--- config.mk ---
export PLATFORM = sky130hd
export DESIGN_NAME = mem_lane_ctrl
export DESIGN_NICKNAME = d
export VERILOG_FILES = /design/src/rtl/mem_lane_ctrl.sv
export SDC_FILE = /design/constraint.sdc
export NUM_CORES = 1
export LEC_CHECK = 0
export ABC_AREA = 1
export CAP_MARGIN = 25
export CORE_MARGIN = 2
export CORE_UTILIZATION = 46
export CTS_CLUSTER_SIZE = 12
export DETAILED_ROUTE_END_ITERATION = 12
export HOLD_SLACK_MARGIN = 0.06
export PLACE_DENSITY = 0.88
export SETUP_SLACK_MARGIN = 0.05
export SLEW_MARGIN = 20
export SYNTH_ARGS = -nofsm -noshare
export SYNTH_HDL_FRONTEND = slang
export SYNTH_SLANG_ARGS = --single-unit
--- constraint.sdc ---
create_clock -name clk -period 1.9 [get_ports clk]
set_clock_uncertainty 0.15 [all_clocks]
set_input_delay 0.19 -clock clk [delete_from_list [all_inputs] [get_ports clk]]
set_output_delay 0.19 -clock clk [all_outputs]
set_load 0.05 [all_outputs]
--- src/rtl/mem_lane_ctrl.sv ---
// Data-memory lane controller: steers stores onto byte lanes, extracts and extends loads,
// handshakes with a multi-cycle RAM and optionally splits accesses that straddle a lane word.
module mem_lane_ctrl #(
    parameter int unsigned DATA_W          = 32,
    parameter int unsigned ADDR_W          = 32,
    parameter bit          ALLOW_UNALIGNED = 1'b0
) (
    input  logic                  clk,
    input  logic                  reset,
    input  logic                  req_valid,
    output logic                  req_ready,
    input  logic                  req_we,
    input  logic [1:0]            req_size,
    input  logic                  req_signed,
    input  logic [ADDR_W-1:0]     req_addr,
    input  logic [31:0]           req_wdata,
    output logic                  rsp_valid,
    output logic                  rsp_err,
    output logic [31:0]           rsp_rdata,
    output logic                  mem_en,
    output logic                  mem_we,
    output logic [ADDR_W-1:0]     mem_addr,
    output logic [DATA_W/8-1:0]   mem_be,
    output logic [DATA_W-1:0]     mem_wdata,
    input  logic [DATA_W-1:0]     mem_rdata,
    input  logic                  mem_ack
);

    localparam int unsigned BYTES  = DATA_W / 8;
    localparam int unsigned OFF_W  = $clog2(BYTES);
    localparam int unsigned SPAN_W = OFF_W + 1;
    localparam int unsigned BE2_W  = 2 * BYTES;
    localparam int unsigned WD2_W  = 2 * DATA_W;

    typedef enum logic [1:0] {StIdle, StBeat0, StBeat1, StResp} state_e;

    state_e             state_q;
    logic               we_q;
    logic               signed_q;
    logic               split_q;
    logic [1:0]         size_q;
    logic [OFF_W-1:0]   off_q;
    logic [BYTES-1:0]   be_hi_q;
    logic [DATA_W-1:0]  wd_hi_q;
    logic [DATA_W-1:0]  rd0_q;

    logic [OFF_W-1:0]   req_off;
    logic [3:0]         req_mask;
    logic [3:0]         req_n;
    logic               misaligned;
    logic               req_err;
    logic               req_split;
    logic [31:0]        wdata_m;
    logic [BE2_W-1:0]   be2;
    logic [WD2_W-1:0]   wd2;
    logic               last_ack;
    logic [WD2_W-1:0]   rd2;
    logic [31:0]        rd_raw;
    logic [31:0]        rd_ext;

    assign req_ready = (state_q == StIdle) && !reset;

    always_comb begin
        req_off = req_addr[OFF_W-1:0];
        unique case (req_size)
            2'd0: begin req_mask = 4'b1111; req_n = 4'd4; misaligned = |req_addr[1:0]; end
            2'd1: begin req_mask = 4'b0011; req_n = 4'd2; misaligned = req_addr[0];    end
            2'd2: begin req_mask = 4'b0001; req_n = 4'd1; misaligned = 1'b0;           end
            default: begin req_mask = 4'b0000; req_n = 4'd0; misaligned = 1'b0;        end
        endcase
        req_err   = (req_size == 2'd3) || (misaligned && !ALLOW_UNALIGNED);
        req_split = ({1'b0, req_off} + SPAN_W'(req_n)) > SPAN_W'(BYTES);

        // Bytes beyond the access width are dropped so idle lanes carry zero.
        for (int i = 0; i < 4; i++) begin
            wdata_m[8*i +: 8] = req_wdata[8*i +: 8] & {8{req_mask[i]}};
        end
        be2 = BE2_W'(req_mask) << req_off;
        wd2 = WD2_W'(wdata_m) << {req_off, 3'b000};

        last_ack = mem_ack && ((state_q == StBeat0 && !split_q) || state_q == StBeat1);
        rd2      = (state_q == StBeat1) ? {mem_rdata, rd0_q} : {{DATA_W{1'b0}}, mem_rdata};
        rd_raw   = 32'(rd2 >> {off_q, 3'b000});
        unique case (size_q)
            2'd1:    rd_ext = {{16{signed_q & rd_raw[15]}}, rd_raw[15:0]};
            2'd2:    rd_ext = {{24{signed_q & rd_raw[7]}}, rd_raw[7:0]};
            default: rd_ext = rd_raw;
        endcase
    end

    always_ff @(posedge clk) begin
        if (reset) begin
            state_q   <= StIdle;
            mem_en    <= 1'b0;
            mem_we    <= 1'b0;
            mem_addr  <= '0;
            mem_be    <= '0;
            mem_wdata <= '0;
            rsp_valid <= 1'b0;
            rsp_err   <= 1'b0;
            rsp_rdata <= '0;
            we_q      <= 1'b0;
            signed_q  <= 1'b0;
            split_q   <= 1'b0;
            size_q    <= '0;
            off_q     <= '0;
            be_hi_q   <= '0;
            wd_hi_q   <= '0;
            rd0_q     <= '0;
        end else begin
            rsp_valid <= 1'b0;
            rsp_err   <= 1'b0;
            case (state_q)
                StIdle: begin
                    if (req_valid) begin
                        we_q     <= req_we;
                        signed_q <= req_signed;
                        size_q   <= req_size;
                        off_q    <= req_off;
                        split_q  <= req_split;
                        be_hi_q  <= be2[BE2_W-1:BYTES];
                        wd_hi_q  <= wd2[WD2_W-1:DATA_W];
                        if (req_err) begin
                            state_q   <= StResp;
                            rsp_valid <= 1'b1;
                            rsp_err   <= 1'b1;
                            rsp_rdata <= '0;
                        end else begin
                            state_q   <= StBeat0;
                            mem_en    <= 1'b1;
                            mem_we    <= req_we;
                            mem_addr  <= {req_addr[ADDR_W-1:OFF_W], {OFF_W{1'b0}}};
                            mem_be    <= be2[BYTES-1:0];
                            mem_wdata <= wd2[DATA_W-1:0];
                        end
                    end
                end
                StBeat0: begin
                    // First half of a straddling access: keep mem_en up and move to the next word.
                    if (mem_ack && split_q) begin
                        state_q   <= StBeat1;
                        rd0_q     <= mem_rdata;
                        mem_addr  <= mem_addr + ADDR_W'(BYTES);
                        mem_be    <= be_hi_q;
                        mem_wdata <= wd_hi_q;
                    end
                end
                StResp:  state_q <= StIdle;
                default: ;
            endcase

            if (last_ack) begin
                state_q   <= StResp;
                mem_en    <= 1'b0;
                mem_we    <= 1'b0;
                mem_be    <= '0;
                mem_wdata <= '0;
                rsp_valid <= 1'b1;
                rsp_rdata <= we_q ? 32'd0 : rd_ext;
            end
        end
    end

endmodule

Yosys cells after proc, flatten, opt, wreduce, memory -nomap -nowiden
Cells that the tools add are included.
{ "totals": {"output_inout_bits": 105, "register_bits": 181, "input_bits": 104, "elab_cells": 97} }
{ "classes": {"n_addsub": 2, "shift": 3, "n_lt_le_gt_ge": 1, "n_eq_ne": 13, "n_reduce_logical": 23, "muxes": 31, "n_bitwise": 7} }
{ "ops": {"columns": ["cell", "n"], "rows": [
  ["32-bit 2-to-1 mux", 11],
  ["32-bit case mux with 2 select lines", 3],
  ["64-bit 2-to-1 mux", 1],
  ["32-bit by 5-bit << shifter with 64-bit output", 1],
  ["64-bit by 5-bit right shift with 32-bit output", 1],
  ["32-bit by 3-bit adder with 32-bit output (second input constant)", 1],
  ["8-bit AND", 4],
  ["4-bit 2-to-1 mux", 3],
  ["4-bit case mux with 3 select lines", 1],
  ["2-bit == test (second input constant)", 5],
  ["3-bit case mux with 3 select lines", 1],
  ["3-bit AND reduction", 3],
  ["2-bit 2-to-1 mux", 4],
  ["4-bit case mux with 2 select lines", 1],
  ["2-bit nonzero test", 4],
  ["4-bit by 2-bit << shifter with 8-bit output", 1],
  ["2-bit by 1-bit == test with 1-bit output (second input constant)", 3],
  ["2-bit case mux with 3 select lines", 1],
  ["1-bit logical AND", 4],
  ["2-bit logical NOT", 2],
  ["1-bit 2-to-1 mux", 4],
  ["2-bit inequality test (second input constant)", 2],
  ["2-bit AND reduction", 2],
  ["4-bit AND reduction", 1],
  ["12 further kinds", 16]
]} }

Logic depth before layout (Yosys ltp)
{ "logic_depth": {"ltp_word": 7, "depth_mapped": 12, "depth_no_buf": 11} }

Worst setup path after synthesis
No wires, ideal clock.
{ "synth_path": {"path_type": "register -> register", "startpoint": "reg mem_addr[3]", "endpoint": "reg mem_addr[20]", "required_time_ns": 1.680, "arrival_ns": 1.857, "path_buffers": 0, "synth_period_minus_slack_ns": 2.076, "setup_slack_ns": -0.176, "setup_time_ns": 0.070, "stages_incl_launch_ff": 12, "path_cell_list": "dfxtp_1 ha_1 nand2_1 nor2_1 nand2_1 nor3_1 nand2_1 nand2_1 nand2_1 nand2_1 nand2_1 a21oi_1"} }
{ "synth_between": {"elab_chain_len": 3} }
{ "synth_lines": {"columns": ["item", "line_no", "text"], "rows": [
  ["start, declared", "22", "output logic [ADDR_W-1:0] mem_addr,"],
  ["start signal, assigned", "132", "mem_addr <= {req_addr[ADDR_W-1:OFF_W], {OFF_W{1'b0}}};"],
  ["start signal, assigned", "143", "mem_addr <= mem_addr + ADDR_W'(BYTES);"],
  ["32-bit by 3-bit adder with 32-bit output", "143", null],
  ["32-bit 2-to-1 mux", "140", "if (mem_ack && split_q) begin"],
  ["32-bit case mux with 2 select lines", "113", "case (state_q)"]
]} }
Every way passes these cells. The select of a mux whose other input is x is not followed.
A chain may end at the register's enable or synchronous reset.

Final worst setup path
{ "layout_path": {"startpoint": "reg state_q[1]", "endpoint": "reg rsp_rdata[2]"} }
{ "layout_between": {"elab_chain_len": 6, "word_cells_on_any_way": 15, "classes_between": "eq/ne: 2; shift: 1; mux: 4; reduce/logical: 8"} }
{ "layout_lines": {"columns": ["item", "line_no", "text"], "rows": [
  ["start, declared", "37", "state_e state_q;"],
  ["start signal, assigned", "93", "state_q <= StIdle;"],
  ["start signal, assigned", "124", "state_q <= StResp;"],
  ["start signal, assigned", "129", "state_q <= StBeat0;"],
  ["2-bit == test / 2-bit by 1-bit == test with 1-bit output (equally long branches)", "81, 82", null],
  ["64-bit 2-to-1 mux / 1-bit logical AND (equally long branches)", "82, 81", null],
  ["64-bit by 5-bit right shift with 32-bit output / 1-bit logical OR (equally long branches)", "83, 81", null],
  ["32-bit case mux with 2 select lines / 1-bit logical AND (equally long branches)", "84, 81", null],
  ["32-bit 2-to-1 mux / 2-bit nonzero test (equally long branches)", null, null],
  ["32-bit 2-to-1 mux / 3-bit AND reduction (equally long branches)", null, null],
  ["end signal, assigned", "159", "rsp_rdata <= we_q ? 32'd0 : rd_ext;"],
  ["end, declared", "19", "output logic [31:0] rsp_rdata,"]
]} }
Several ways; a longest one is shown, not always the timed one.

==> run_results.csv <==
group,metric,value,unit
critical_path,critPathLaunchType,"flop",
global_routing,antenna_found_initial,1,
die,chipWidth,146,microns
cts,cts.reportedPaths.clkPinSlew,0.08,ns
cts,numCtsBuffers,17,
detailed_routing,drt-initial-drc-count,1385,
power,power_frac_comb,0.470,
synthesis,ys.flop_type,"dfxtp_1",
synthesis,syn_area,9320,sq um
synthesis,synth_warnings,0,
critical_path,r2r-end,"rsp_rdata[2]",
detailed_routing,final_antenna_net_count,0,
die,ios,209,
finish,drive_above_1_share,0.229,
place,pre_cts_slack,-0.496,ns
sta,setup_ws,-0.0517,ns
detailed_routing,avgViaCountPerCell,5.90,
status,outcome,"complete, but fails checks",
power,seqPwrFrac,0.294,
sta,layout_min_cycle_time,1.95,ns
cts,clk_latency,0.44,ns
power,power_frac_clock,0.236,
die,core_area,20000,sq um
sta,fin_crit_sh,1.03,
sta,setup_viol,3,
hold_path,holdCritStartpoint,"req_addr[22]",
die,die_area,21400,sq um
hold_path,hold_class,"input pin to flop",
global_routing,grt_pass1_vias,10355,
synthesis,ys_types,46,
finish,area_growth,47.5,%
critical_path,reg2reg_depth,8,
place,dp_hpwl,24.4,mm
power,p_switching,6590,uW
power,internal-power,8570,uW
hold_path,min_path_cells,3,
critical_path,slowest_delay,0.40,ns
critical_path,arrival,2.10,ns
power,ir_drop,0.811,mV
synthesis,synth_area_per_cell,6.67,sq um
synthesis,syn_inst,1396,
critical_path,worst-path-max-fanout,11,
cts,htree_levels,4,
sta,worst_slew_pin_slew,0.688,ns
global_routing,grt_use_total,0.310,
sta,fmax,512,MHz
finish,fillCellCount,1616,
cts,cts_sinks,170,
sta,rsz0062_at_grt,"yes",
flow_run,drv_cap,0,
detailed_routing,routedWlPerCell,18.8,microns
cts,cts_buffer_depth,2,
synthesis,yosys_register_bits,170,
hold_path,hold_path_end,"mem_addr[22]",
synthesis,synth_edf_count,0,
detailed_routing,drt_first_pass_iters,6,
finish,final_cell_mix,"nand2_1, buf_4, dfxtp_1",
finish,fin_nets,1784,
finish,layout_commonest_cell,"nand2_1",
global_routing,grt_overflow,0,
critical_path,timing.rr.start,"state_q[1]",
die,die_h,146,microns
sta,final_max_slew_viol_count,0,
sta,holdWs,0.166,ns
critical_path,ff2ff_setup_slack,-0.05,ns
cts,cts_tree,"built",
power,p_sw_frac,0.435,
global_routing,grt_start_max_net_pins,58,
place,finalWeightedCongestion,0.986,
power,p_total,15200,uW
detailed_routing,wirelength,36.7,mm
cts,clockRootBuffer,"clkbuf_16",
global_routing,grt_pass1_wl,53.6,mm
critical_path,path_class,"flop to flop",
critical_path,end_kind,"flop",
critical_path,cp.required,2.05,ns
critical_path,cp_cell_sequence,"buf_6 -> nand2_8 -> buf_4 -> clkbuf_16 -> o211ai_1 -> a31oi_1 -> o21ai_1 -> a21oi_1",
place,port_buffers,206,
detailed_routing,drc_errors,0,
die,num_rows,52,
synthesis,ys_seq_area_frac,0.365,
power,leakage,0.00571,uW
die,initial_utilization,0.465,
sta,slew_headroom,0.542,
synthesis,synthArstFlopShare,0,
critical_path,worst_path_max_delay_cell,"dfxtp_4",
power,power_density,1100,nW/um^2
finish,antenna_cells,0,
detailed_routing,vias,11556,
status,violations,"negative setup slack",
sta,hold_viol_final,0,
-- critical path: cells and delay by family, from the launching register on --
| kind | cells | cell delay (ns) |
|---|---|---|
| buffers and inverters | 3 | 0.54 |
| flip-flops | 1 | 0.40 |
| AND/OR/NAND/NOR | 1 | 0.11 |
| AO/OA/AOI/OAI | 4 | 0.61 |
-- metrics by stage --
| stage | area (sq um) | utilization | TNS, ns | std cells |
|---|---|---|---|---|
| global route | 13700 | 0.686 | -0.976 | 1958 |
| detailed placement | 12100 | 0.606 | -38.04 | 1891 |
| finish | 13700 | 0.686 | -0.0782 | 1958 |
| global placement | 12100 | 0.606 | -37.62 | 1890 |
| CTS | 13000 | 0.647 | 0 | 1931 |
| floorplan | 9340 | - | 0 | 1397 |
-- flip-flops by register name (all words and copies together) (netlist names), 3 cells and up --
name	cells
mem_addr	30
wd_hi_q	24
mem_wdata	32
mem_be	4
rsp_rdata	32
be_hi_q	3
rd0_q	32
-- per-layer routing --
metal  GRT usage  vias to the layer above  wire, microns
met5           0                        -              0
met4       0.124                        0           1660
met3      0.0547                      150           3920
met2       0.531                      762          17700
met1       0.387                     5335          13400
li1            -                     5309              -
-- worst max-delay path by stage --
stage | start | endpoint | slack, ns | cells past startpoint
after global placement | mem_ack | mem_wdata[15] | -0.53 | 8
after floorplan | mem_addr[3] | mem_addr[20] | 0.06 | 11
after global routing | state_q[1] | rsp_rdata[18] | -0.09 | 11
after detailed placement | req_size[1] | mem_addr[26] | -0.50 | 10
after CTS | state_q[1] | rsp_rdata[12] | 0.009 | 12
final | state_q[1] | rsp_rdata[2] | -0.05 | 8
-- logic make-up after synthesis --
group | count (synthesis) | synth area share
flip-flops | 170 | 0.365
buffers and inverters | 201 | 0.0940
AND/OR/NAND/NOR | 544 | 0.246
AO/OA/AOI/OAI | 467 | 0.279
other | 1 | 0.000403
adder cells (fa/ha/maj) | 5 | 0.00752
XOR/XNOR | 8 | 0.00752
-- cell type report --
class                      instances  area [sq um]  share of cell area
clock inverter                    15           171              0.0125
timing repair buffer             352          3410               0.248
clock buffer                      17           425              0.0310
tap                              270           338              0.0246
inverter                         103           414              0.0301
multi-input combinational       1031          5550               0.404
sequential                       170          3430               0.250
-- synthesized netlist by cell type (2+ instances only) --
cell type  count  area share
a22oi_1       29       0.023
nor2_2         4      0.0027
buf_2         27       0.015
dfxtp_1      170        0.37
o21ai_0      176       0.095
nand3b_1       6      0.0048
nand3_2        3      0.0032
xnor2_1        4      0.0038
nand2_1      344        0.14
buf_6          5      0.0060
a31oi_1       42       0.028
o21ai_1       11      0.0059
nand4_1        5      0.0034
clkbuf_2       2      0.0011
nand2_2        3      0.0020
buf_1         11      0.0044
inv_2         10      0.0040
a21boi_0       3      0.0024
o22ai_1       17       0.011
inv_1         92       0.037
nor2_1        83       0.033
nor2_4         4      0.0048
nor3_1         6      0.0032
clkbuf_1      41       0.017
a21oi_1      157       0.084
and2_1         2      0.0013
nand3_1       73       0.039
xor2_1         4      0.0038
a21oi_2       10      0.0094
buf_4         12      0.0097
o211ai_1      17       0.014
or2_2          6      0.0040
ha_1           4      0.0054
-- what timing repair did --
item,4_1_cts,5_1_grt
buffers inserted,3,15
resized for setup,112,129
endpoints found under the setup margin,185,78
hold endpoints to repair,10,0
hold buffers,1,0
pin swaps,11,34
cloned,4,12
-- power groups by stage --
| stage | Clock (uW) | Sequential (uW) | Combinational, uW |
|---|---|---|---|
| after floorplan | 0 | 5570 | 2630 |
| after global placement | 0 | 4500 | 5810 |
| after detailed placement | 0 | 4500 | 5920 |
| after CTS | 3590 | 4430 | 6200 |
| after global routing | 3740 | 4510 | 7530 |
| final | 3570 | 4460 | 7130 |
Power figures use the tool's default switching activity.
